**config.mk**
```make
export PLATFORM = sky130hd
export DESIGN_NAME = eg_palette_dac
export DESIGN_NICKNAME = d
export VERILOG_FILES = /design/src/rtl/eg_video_pkg.sv /design/src/rtl/eg_palette_ram.sv /design/src/rtl/eg_palette_dac.sv
export SDC_FILE = /design/constraint.sdc
export NUM_CORES = 1
export LEC_CHECK = 0
export BUFFER_PORTS_ARGS = -buffer_cell sky130_fd_sc_hd__buf_2
export CORE_MARGIN = 2
export CORE_UTILIZATION = 35
export DETAILED_ROUTE_END_ITERATION = 7
export RECOVER_POWER = 50
export SLEW_MARGIN = 20
export SYNTH_ARGS = -nofsm -noshare
export SYNTH_HDL_FRONTEND = slang
export SYNTH_HIERARCHICAL = 1
export SYNTH_SLANG_ARGS = --single-unit
```
**constraint.sdc**
```tcl
create_clock -name clock -period 4.1 [get_ports clock]
set_clock_uncertainty 0.15 [all_clocks]
set_input_delay 0.205 -clock clock [delete_from_list [all_inputs] [get_ports clock]]
set_output_delay 0.205 -clock clock [all_outputs]
set_load 0.02 [all_outputs]
```
**src/rtl/eg_video_pkg.sv**
```systemverilog
`default_nettype none
// ============================================================================
// Module      : eg_video_pkg
// Description : Shared types and constants for the colour-output stage:
//               default Colour Genie palette, host register map and the
//               R/G/B triplet phase type.
// Revision    : 1.0 - initial release
// ============================================================================
package eg_video_pkg;

  // Position inside an R, G, B triplet sequence
  typedef enum logic [1:0] {
    PH_R = 2'd0,
    PH_G = 2'd1,
    PH_B = 2'd2
  } phase_e;

  // Host register map
  localparam logic [1:0] c_ADDR_WR_IDX = 2'd0;
  localparam logic [1:0] c_ADDR_DATA   = 2'd1;
  localparam logic [1:0] c_ADDR_RD_IDX = 2'd2;
  localparam logic [1:0] c_ADDR_MASK   = 2'd3;

  // Default Colour Genie palette, 8 bits per channel, packed {R,G,B}
  localparam logic [23:0] c_CG_PALETTE [16] = '{
    24'h5E564F, 24'h0F39FF, 24'hC9245D, 24'hC842EE,
    24'h599941, 24'h3AF0EB, 24'hDFFE73, 24'hFFFFFF,
    24'h8A888C, 24'h2A5BFF, 24'hFF4080, 24'hFF5FFF,
    24'h7FFF7F, 24'h5FFFFF, 24'hFFFF9F, 24'h404040
  };

  // One default channel (sel 0=R, 1=G, 2=B) truncated to its ch_bits MSBs,
  // right-aligned; indices outside the 16-entry table give black.
  function automatic logic [7:0] f_default_chan(input int idx, input int ch_bits,
                                                input int sel);
    logic [23:0] ent;
    logic [7:0]  chan;
    if (idx < 0 || idx > 15) begin
      return 8'h00;
    end
    ent = c_CG_PALETTE[idx[3:0]];
    case (sel)
      0:       chan = ent[23:16];
      1:       chan = ent[15:8];
      default: chan = ent[7:0];
    endcase
    return chan >> (8 - ch_bits);
  endfunction

endpackage
`default_nettype wire

```
**src/rtl/eg_palette_ram.sv**
```systemverilog
`default_nettype none
// ============================================================================
// Module      : eg_palette_ram
// Description : Palette storage, 2^IDX_BITS x 3*CH_BITS. One synchronous
//               write port, one asynchronous pixel read port and, when
//               EG_PALETTE_READBACK_EN is defined, an asynchronous host read
//               port. Contents load from the package default palette at
//               configuration and are never reset.
// Revision    : 1.0 - initial release
// ============================================================================
module eg_palette_ram
  import eg_video_pkg::*;
#(
  parameter int IDX_BITS = 4,
  parameter int CH_BITS  = 6
) (
  input  logic                   clk,
  input  logic                   i_we,
  input  logic [IDX_BITS-1:0]    i_waddr,
  input  logic [3*CH_BITS-1:0]   i_wdata,
  input  logic [IDX_BITS-1:0]    i_pix_addr,
  output logic [3*CH_BITS-1:0]   o_pix_data
`ifdef EG_PALETTE_READBACK_EN
  ,
  input  logic [IDX_BITS-1:0]    i_host_addr,
  output logic [3*CH_BITS-1:0]   o_host_data
`endif
);

  localparam int c_DEPTH = 2 ** IDX_BITS;
  localparam int c_RGB_W = 3 * CH_BITS;

  function automatic logic [c_DEPTH-1:0][c_RGB_W-1:0] f_init_mem();
    logic [c_DEPTH-1:0][c_RGB_W-1:0] mem;
    for (int i = 0; i < c_DEPTH; i++) begin
      mem[IDX_BITS'(i)] = {CH_BITS'(f_default_chan(i, CH_BITS, 0)),
                           CH_BITS'(f_default_chan(i, CH_BITS, 1)),
                           CH_BITS'(f_default_chan(i, CH_BITS, 2))};
    end
    return mem;
  endfunction

  logic [c_DEPTH-1:0][c_RGB_W-1:0] r_mem = f_init_mem();

  // Commit a full triplet; reads of the same entry this cycle see old data
  always_ff @(posedge clk) begin
    if (i_we) begin
      r_mem[i_waddr] <= i_wdata;
    end
  end

  assign o_pix_data = r_mem[i_pix_addr];

`ifdef EG_PALETTE_READBACK_EN
  assign o_host_data = r_mem[i_host_addr];
`endif

endmodule
`default_nettype wire

```
**src/rtl/eg_palette_dac.sv**
```systemverilog
`default_nettype none
// ============================================================================
// Module      : eg_palette_dac
// Description : Colour-output stage. Host-writable palette with VGA-DAC-style
//               index/triplet write sequencer, pixel mask, and a two-stage
//               ce_pix pipeline keeping syncs aligned with colour.
//               Optional host read-back enabled by EG_PALETTE_READBACK_EN.
// Revision    : 1.0 - initial release
// ============================================================================
module eg_palette_dac
  import eg_video_pkg::*;
#(
  parameter int IDX_BITS = 4,
  parameter int CH_BITS  = 6
) (
  input  logic                clock,
  input  logic                power,
  input  logic                ce_pix,
  input  logic                pixel,
  input  logic [IDX_BITS-1:0] color,
  input  logic                hsync_in,
  input  logic                vsync_in,
  input  logic                io_cs,
  input  logic                io_wr,
  input  logic                io_rd,
  input  logic [1:0]          io_a,
  input  logic [7:0]          io_di,
  output logic [7:0]          io_do,
  output logic [CH_BITS-1:0]  r,
  output logic [CH_BITS-1:0]  g,
  output logic [CH_BITS-1:0]  b,
  output logic                hsync,
  output logic                vsync
);

  localparam int c_RGB_W = 3 * CH_BITS;

  // Host strobes; accesses during reset are dropped so RAM stays untouched
  logic w_wr_acc;
  logic w_rd_acc;
  assign w_wr_acc = io_cs & io_wr & power;
  assign w_rd_acc = io_cs & io_rd & ~io_wr & power;

  // Write sequencer state
  logic [IDX_BITS-1:0] r_wr_idx, w_wr_idx_nxt;
  phase_e              r_wr_ph, w_wr_ph_nxt;
  logic [CH_BITS-1:0]  r_hold_r, r_hold_g;
  logic [IDX_BITS-1:0] r_mask;
  logic                w_commit;

  // Pixel pipeline state
  logic [IDX_BITS-1:0] r_s1_idx;
  logic                r_s1_pix, r_s1_hs, r_s1_vs;
  logic [c_RGB_W-1:0]  r_rgb;
  logic                r_hs, r_vs;
  logic [c_RGB_W-1:0]  w_pix_data;

  // Host read data
  logic [7:0] r_io_do, w_do_nxt;
  logic [7:0] w_rb_data, w_rb_idx;

  // Next-state for the write index/phase; the B write commits the triplet
  always_comb begin
    w_wr_idx_nxt = r_wr_idx;
    w_wr_ph_nxt  = r_wr_ph;
    w_commit     = 1'b0;
    if (w_wr_acc) begin
      case (io_a)
        c_ADDR_WR_IDX: begin
          w_wr_idx_nxt = IDX_BITS'(io_di);
          w_wr_ph_nxt  = PH_R;
        end
        c_ADDR_DATA: begin
          case (r_wr_ph)
            PH_R:    w_wr_ph_nxt = PH_G;
            PH_G:    w_wr_ph_nxt = PH_B;
            default: begin
              w_commit     = 1'b1;
              w_wr_idx_nxt = r_wr_idx + IDX_BITS'(1);
              w_wr_ph_nxt  = PH_R;
            end
          endcase
        end
        default: ;
      endcase
    end
  end

  // Write sequencer and mask registers
  always_ff @(posedge clock) begin
    if (!power) begin
      r_wr_idx <= '0;
      r_wr_ph  <= PH_R;
      r_mask   <= '1;
    end else begin
      r_wr_idx <= w_wr_idx_nxt;
      r_wr_ph  <= w_wr_ph_nxt;
      if (w_wr_acc && io_a == c_ADDR_MASK) begin
        r_mask <= IDX_BITS'(io_di);
      end
    end
  end

  // R and G holding registers; a phase reset makes stale values irrelevant
  always_ff @(posedge clock) begin
    if (w_wr_acc && io_a == c_ADDR_DATA) begin
      if (r_wr_ph == PH_R) begin
        r_hold_r <= CH_BITS'(io_di);
      end
      if (r_wr_ph == PH_G) begin
        r_hold_g <= CH_BITS'(io_di);
      end
    end
  end

`ifdef EG_PALETTE_READBACK_EN
  logic [IDX_BITS-1:0] r_rd_idx, w_rd_idx_nxt;
  phase_e              r_rd_ph, w_rd_ph_nxt;
  logic [c_RGB_W-1:0]  w_host_data;
  logic [CH_BITS-1:0]  w_rb_chan;

  // Read-back index/phase next-state and channel select
  always_comb begin
    w_rd_idx_nxt = r_rd_idx;
    w_rd_ph_nxt  = r_rd_ph;
    case (r_rd_ph)
      PH_R:    w_rb_chan = w_host_data[2*CH_BITS +: CH_BITS];
      PH_G:    w_rb_chan = w_host_data[CH_BITS +: CH_BITS];
      default: w_rb_chan = w_host_data[0 +: CH_BITS];
    endcase
    if (w_wr_acc && io_a == c_ADDR_RD_IDX) begin
      w_rd_idx_nxt = IDX_BITS'(io_di);
      w_rd_ph_nxt  = PH_R;
    end else if (w_rd_acc && io_a == c_ADDR_DATA) begin
      case (r_rd_ph)
        PH_R:    w_rd_ph_nxt = PH_G;
        PH_G:    w_rd_ph_nxt = PH_B;
        default: begin
          w_rd_idx_nxt = r_rd_idx + IDX_BITS'(1);
          w_rd_ph_nxt  = PH_R;
        end
      endcase
    end
  end

  // Read-back state registers
  always_ff @(posedge clock) begin
    if (!power) begin
      r_rd_idx <= '0;
      r_rd_ph  <= PH_R;
    end else begin
      r_rd_idx <= w_rd_idx_nxt;
      r_rd_ph  <= w_rd_ph_nxt;
    end
  end

  assign w_rb_data = 8'(w_rb_chan);
  assign w_rb_idx  = 8'(r_rd_idx);
`else
  assign w_rb_data = 8'h00;
  assign w_rb_idx  = 8'h00;
`endif

  eg_palette_ram #(
    .IDX_BITS (IDX_BITS),
    .CH_BITS  (CH_BITS)
  ) u_ram (
    .clk         (clock),
    .i_we        (w_commit),
    .i_waddr     (r_wr_idx),
    .i_wdata     ({r_hold_r, r_hold_g, CH_BITS'(io_di)}),
    .i_pix_addr  (r_s1_idx),
    .o_pix_data  (w_pix_data)
`ifdef EG_PALETTE_READBACK_EN
    ,
    .i_host_addr (r_rd_idx),
    .o_host_data (w_host_data)
`endif
  );

  // Two-stage pixel pipeline: masked index, then palette lookup with blanking
  always_ff @(posedge clock) begin
    if (!power) begin
      r_s1_idx <= '0;
      r_s1_pix <= 1'b0;
      r_s1_hs  <= 1'b0;
      r_s1_vs  <= 1'b0;
      r_rgb    <= '0;
      r_hs     <= 1'b0;
      r_vs     <= 1'b0;
    end else if (ce_pix) begin
      r_s1_idx <= color & r_mask;
      r_s1_pix <= pixel;
      r_s1_hs  <= hsync_in;
      r_s1_vs  <= vsync_in;
      r_rgb    <= r_s1_pix ? w_pix_data : '0;
      r_hs     <= r_s1_hs;
      r_vs     <= r_s1_vs;
    end
  end

  // Host read data select; holds unless a read strobe is seen
  always_comb begin
    w_do_nxt = r_io_do;
    if (w_rd_acc) begin
      case (io_a)
        c_ADDR_WR_IDX: w_do_nxt = 8'(r_wr_idx);
        c_ADDR_DATA:   w_do_nxt = w_rb_data;
        c_ADDR_RD_IDX: w_do_nxt = w_rb_idx;
        default:       w_do_nxt = 8'(r_mask);
      endcase
    end
  end

  // Registered host read data
  always_ff @(posedge clock) begin
    if (!power) begin
      r_io_do <= 8'h00;
    end else begin
      r_io_do <= w_do_nxt;
    end
  end

  assign io_do     = r_io_do;
  assign {r, g, b} = r_rgb;
  assign hsync     = r_hs;
  assign vsync     = r_vs;

endmodule
`default_nettype wire

```
==> impl_metrics.yaml <==
run_status:
  status: "finished, final reports clean"
worst_setup_path:
  regToRegSetupSlack_ns: 1.49
  worstPathBufferInverterCount: 3
  reg2reg_to: "r_rgb[1]"
  critical_path.reg2reg.startpoint: "r_s1_idx[0]"
  crit_arrival_ns: 3.22
  crit_required_ns: 4.14
  cp_top_family: "simple AND/OR/NAND/NOR gates"
  setup.worst_path.end_class: "flip-flop"
  timing.reg2reg.worst_path_depth: 6
  start_kind: "input port"
  critPathMaxFanout: 13
  slowest_stage: "dlygate4sd3_1"
  timing.setup.critical_path_class: "input port to flip-flop"
  crit_chain: "dlygate4sd3_1, clkbuf_1, nand4b_1, nor3_1, nand3b_1, nor2_2, buf_4"
  crit_path_max_incr_delay_ns: 0.53
synthesis:
  fraction_of_registers_with_async_set_reset: 0
  synth_cells: 673
  synth-warning-count: 6
  yosys_register_bits: 341
  synth-main-ff-cell: "edfxtp_1"
  number_of_distinct_library_cells_after_synthesis: 42
  number_of_synthesized_flops_with_an_enable_pin: 300
  synth.avg_cell_area_um2: 19.4
  synth_area_um2: 13100
  synth-seq-area-share: 0.753
route:
  detail_route.first_pass.iterations: 4
  drt-vias-per-instance: 5.24
  routed_wl_mm: 28.1
  post-route-drc-count: 0
  drtAntennaViolNets: 0
  detail_route.iter0.violations: 554
  drt-wirelength-per-cell_um: 22.4
  vias_post_dr: 6573
clocking:
  tritoncts.num_buffers: 34
  tritoncts_clock_tree: "yes"
  ctsLongestPathBuffers: 3
  cts_hold_buffers: 18
  clk_latency_ns: 0.51
  cts.root.buffer_cell: "clkbuf_16"
  clock_tree.htree_level_count: 2
  total_clock_sinks: 341
  cts_resized: 0
  clkSlewWorstSetupHoldPaths_ns: 0.06
  setup_repair_bufs_after_cts: 0
timing:
  timing.final.crit_period_ns: 3.18
  report.final.slew_viol_count: 0
  fmaxAchievable_mhz: 314
  layout_worst_path_cycle_share: 0.777
  tns_ns: 0
  maxSlewHeadroom: 0.187
  timing.hold.ws_ns: 0.0516
  report.final.setup_viol: 0
  tightest_slew_ns: 1.22
  finalHoldViolCount: 0
  unrepaired_setup_endpoints_after_global_routing: "false"
  setup_ws_ns: 0.916
layout:
  fin_util: 0.414
  drive_above_1_share: 0.202
  num_antenna_cells: 0
  final_cell_mix: "edfxtp_1, mux4_2, clkbuf_1"
  area_delta_synth_final_pct: 16.3
  area_occupied_by_multi_input_gates_um2: 3060
  number_of_filler_instances_in_the_final_layout: 3223
  design.final.nets: 786
  final-seq-area_um2: 9840
  layout.cells.most_common: "edfxtp_1"
global_routing:
  first_global_vias: 6812
  track_usage: 0.148
  grt_antenna_before_repair: 0
  globalRouteOverflowTotal: 0
  grt_first_pass_wirelength_mm: 42.7
  grt_max_degree: 69
placement:
  count_of_buffers_inserted_at_the_top_level_ports: 44
  detailedPlacementHpwl_mm: 16.2
  gp_congestion: 0.727
  pre_cts_ws_ns: 1.20
floorplan:
  i_o_pins: 51
  starting_density_of_the_core: 0.356
  dieArea_um2: 38900
  die_height_um: 197
  die_w_um: 197
  core_area_um2: 36700
  std_cell_rows: 70
pwr:
  pwr_density_cell_nw_per_um2: 467
  design_power_total_uw: 7090
  leakage_uw: 0.00482
  worst_ir_drop_vdd_mv: 0.307
hold_path:
  min_to: "r_mask[1]"
  worst_hold_startpoint: "io_wr"
  worst_hold_path.num_cells: 4
  worstHoldPathType: "input port to flip-flop"
flow_run:
  drv_cap: 0
[final cells by class]
class | count | share of cell area
Sequential cell | 341 | 0.648
Tap cell | 468 | 0.0386
Multi-Input combinational cell | 294 | 0.202
Clock inverter | 13 | 0.00700
Timing Repair Buffer | 89 | 0.0394
Inverter | 2 | 0.000494
Clock buffer | 48 | 0.0650
[stage by stage]
step / area [µm²] / cells
6_report: 15200 / 1255
5_1_grt: 15200 / 1255
3_5_place_dp: 14000 / 1176
3_3_place_gp: 13900 / 1176
2_1_floorplan: 13100 / 676
4_1_cts: 15200 / 1255
[worst max-delay path by stage]
| stage | cells after the start | slack, ns | from | to |
|---|---|---|---|---|
| final | 7 | 0.92 | power | u_ram/r_mem[172] |
| after global routing | 7 | 0.69 | power | u_ram/r_mem[172] |
| after CTS | 7 | 1.18 | power | u_ram/r_mem[172] |
| after detailed placement | 6 | 1.20 | power | u_ram/r_mem[166] |
| after global placement | 6 | 1.26 | power | u_ram/r_mem[167] |
| after floorplan | 4 | 0.94 | io_a[1] | u_ram/r_mem[0] |
[tightest hold or removal path: stages]
cell     delay (ns)
buf_2          0.12
nand3_1        0.15
o21ai_0        0.11
nand3_1        0.08
[where the power goes]
part / switching [µW] / internal, µW
sequential: 35.2 / 3760
combinational: 151 / 125
clock: 1230 / 1800
total: 1410 / 5680
[state kept, by name, summed over array words and instances (netlist names)]
signal / count
r_hold_g: 6
r_hold_r: 6
io_do: 4
r_s1_idx: 4
hsync: 1
r_s1_pix: 1
r_rgb: 18
r_wr_ph: 2
r_wr_idx: 4
vsync: 1
u_ram/r_mem: 288
r_s1_hs: 1
r_mask: 4
r_s1_vs: 1
[kinds of logic after synthesis]
family                   Yosys count  share of synthesized area
flip-flops                       341                      0.753
AO/OA/AOI/OAI                     81                     0.0418
AND/OR/NAND/NOR                  129                     0.0497
multiplexers                      79                      0.136
other                              1                   0.000287
adder cells (fa/ha/maj)            1                   0.000958
buffers and inverters             41                     0.0180
[routing by layer]
layer	wire, µm	vias up	track usage
li1	-	2916	-
met1	12900	3440	0.211
met2	13300	172	0.236
met3	1470	45	0.0254
met4	477	0	0.0387
met5	0	-	0
[synth_stat cells (all sizes together) (2+ instances only)]
| master | number | share of area |
|---|---|---|
| a211oi | 5 | 0.0029 |
| nand3b | 2 | 0.0011 |
| a32o | 2 | 0.0015 |
| inv | 2 | 0.00058 |
| mux4 | 72 | 0.13 |
| o211ai | 2 | 0.0011 |
| nand2b | 8 | 0.0038 |
| nor2b | 22 | 0.011 |
| mux2i | 6 | 0.0046 |
| o21ai | 4 | 0.0015 |
| buf | 31 | 0.015 |
| nand2 | 21 | 0.0060 |
| edfxtp | 300 | 0.69 |
| a22oi | 40 | 0.023 |
| and3 | 2 | 0.00096 |
| and2 | 4 | 0.0019 |
| nand3 | 15 | 0.0058 |
| clkbuf | 8 | 0.0023 |
| nor3 | 6 | 0.0027 |
| a21oi | 24 | 0.0092 |
| dfxtp | 41 | 0.063 |
| nor2 | 42 | 0.012 |
Note: power is estimated with default switching activity, not from simulation.
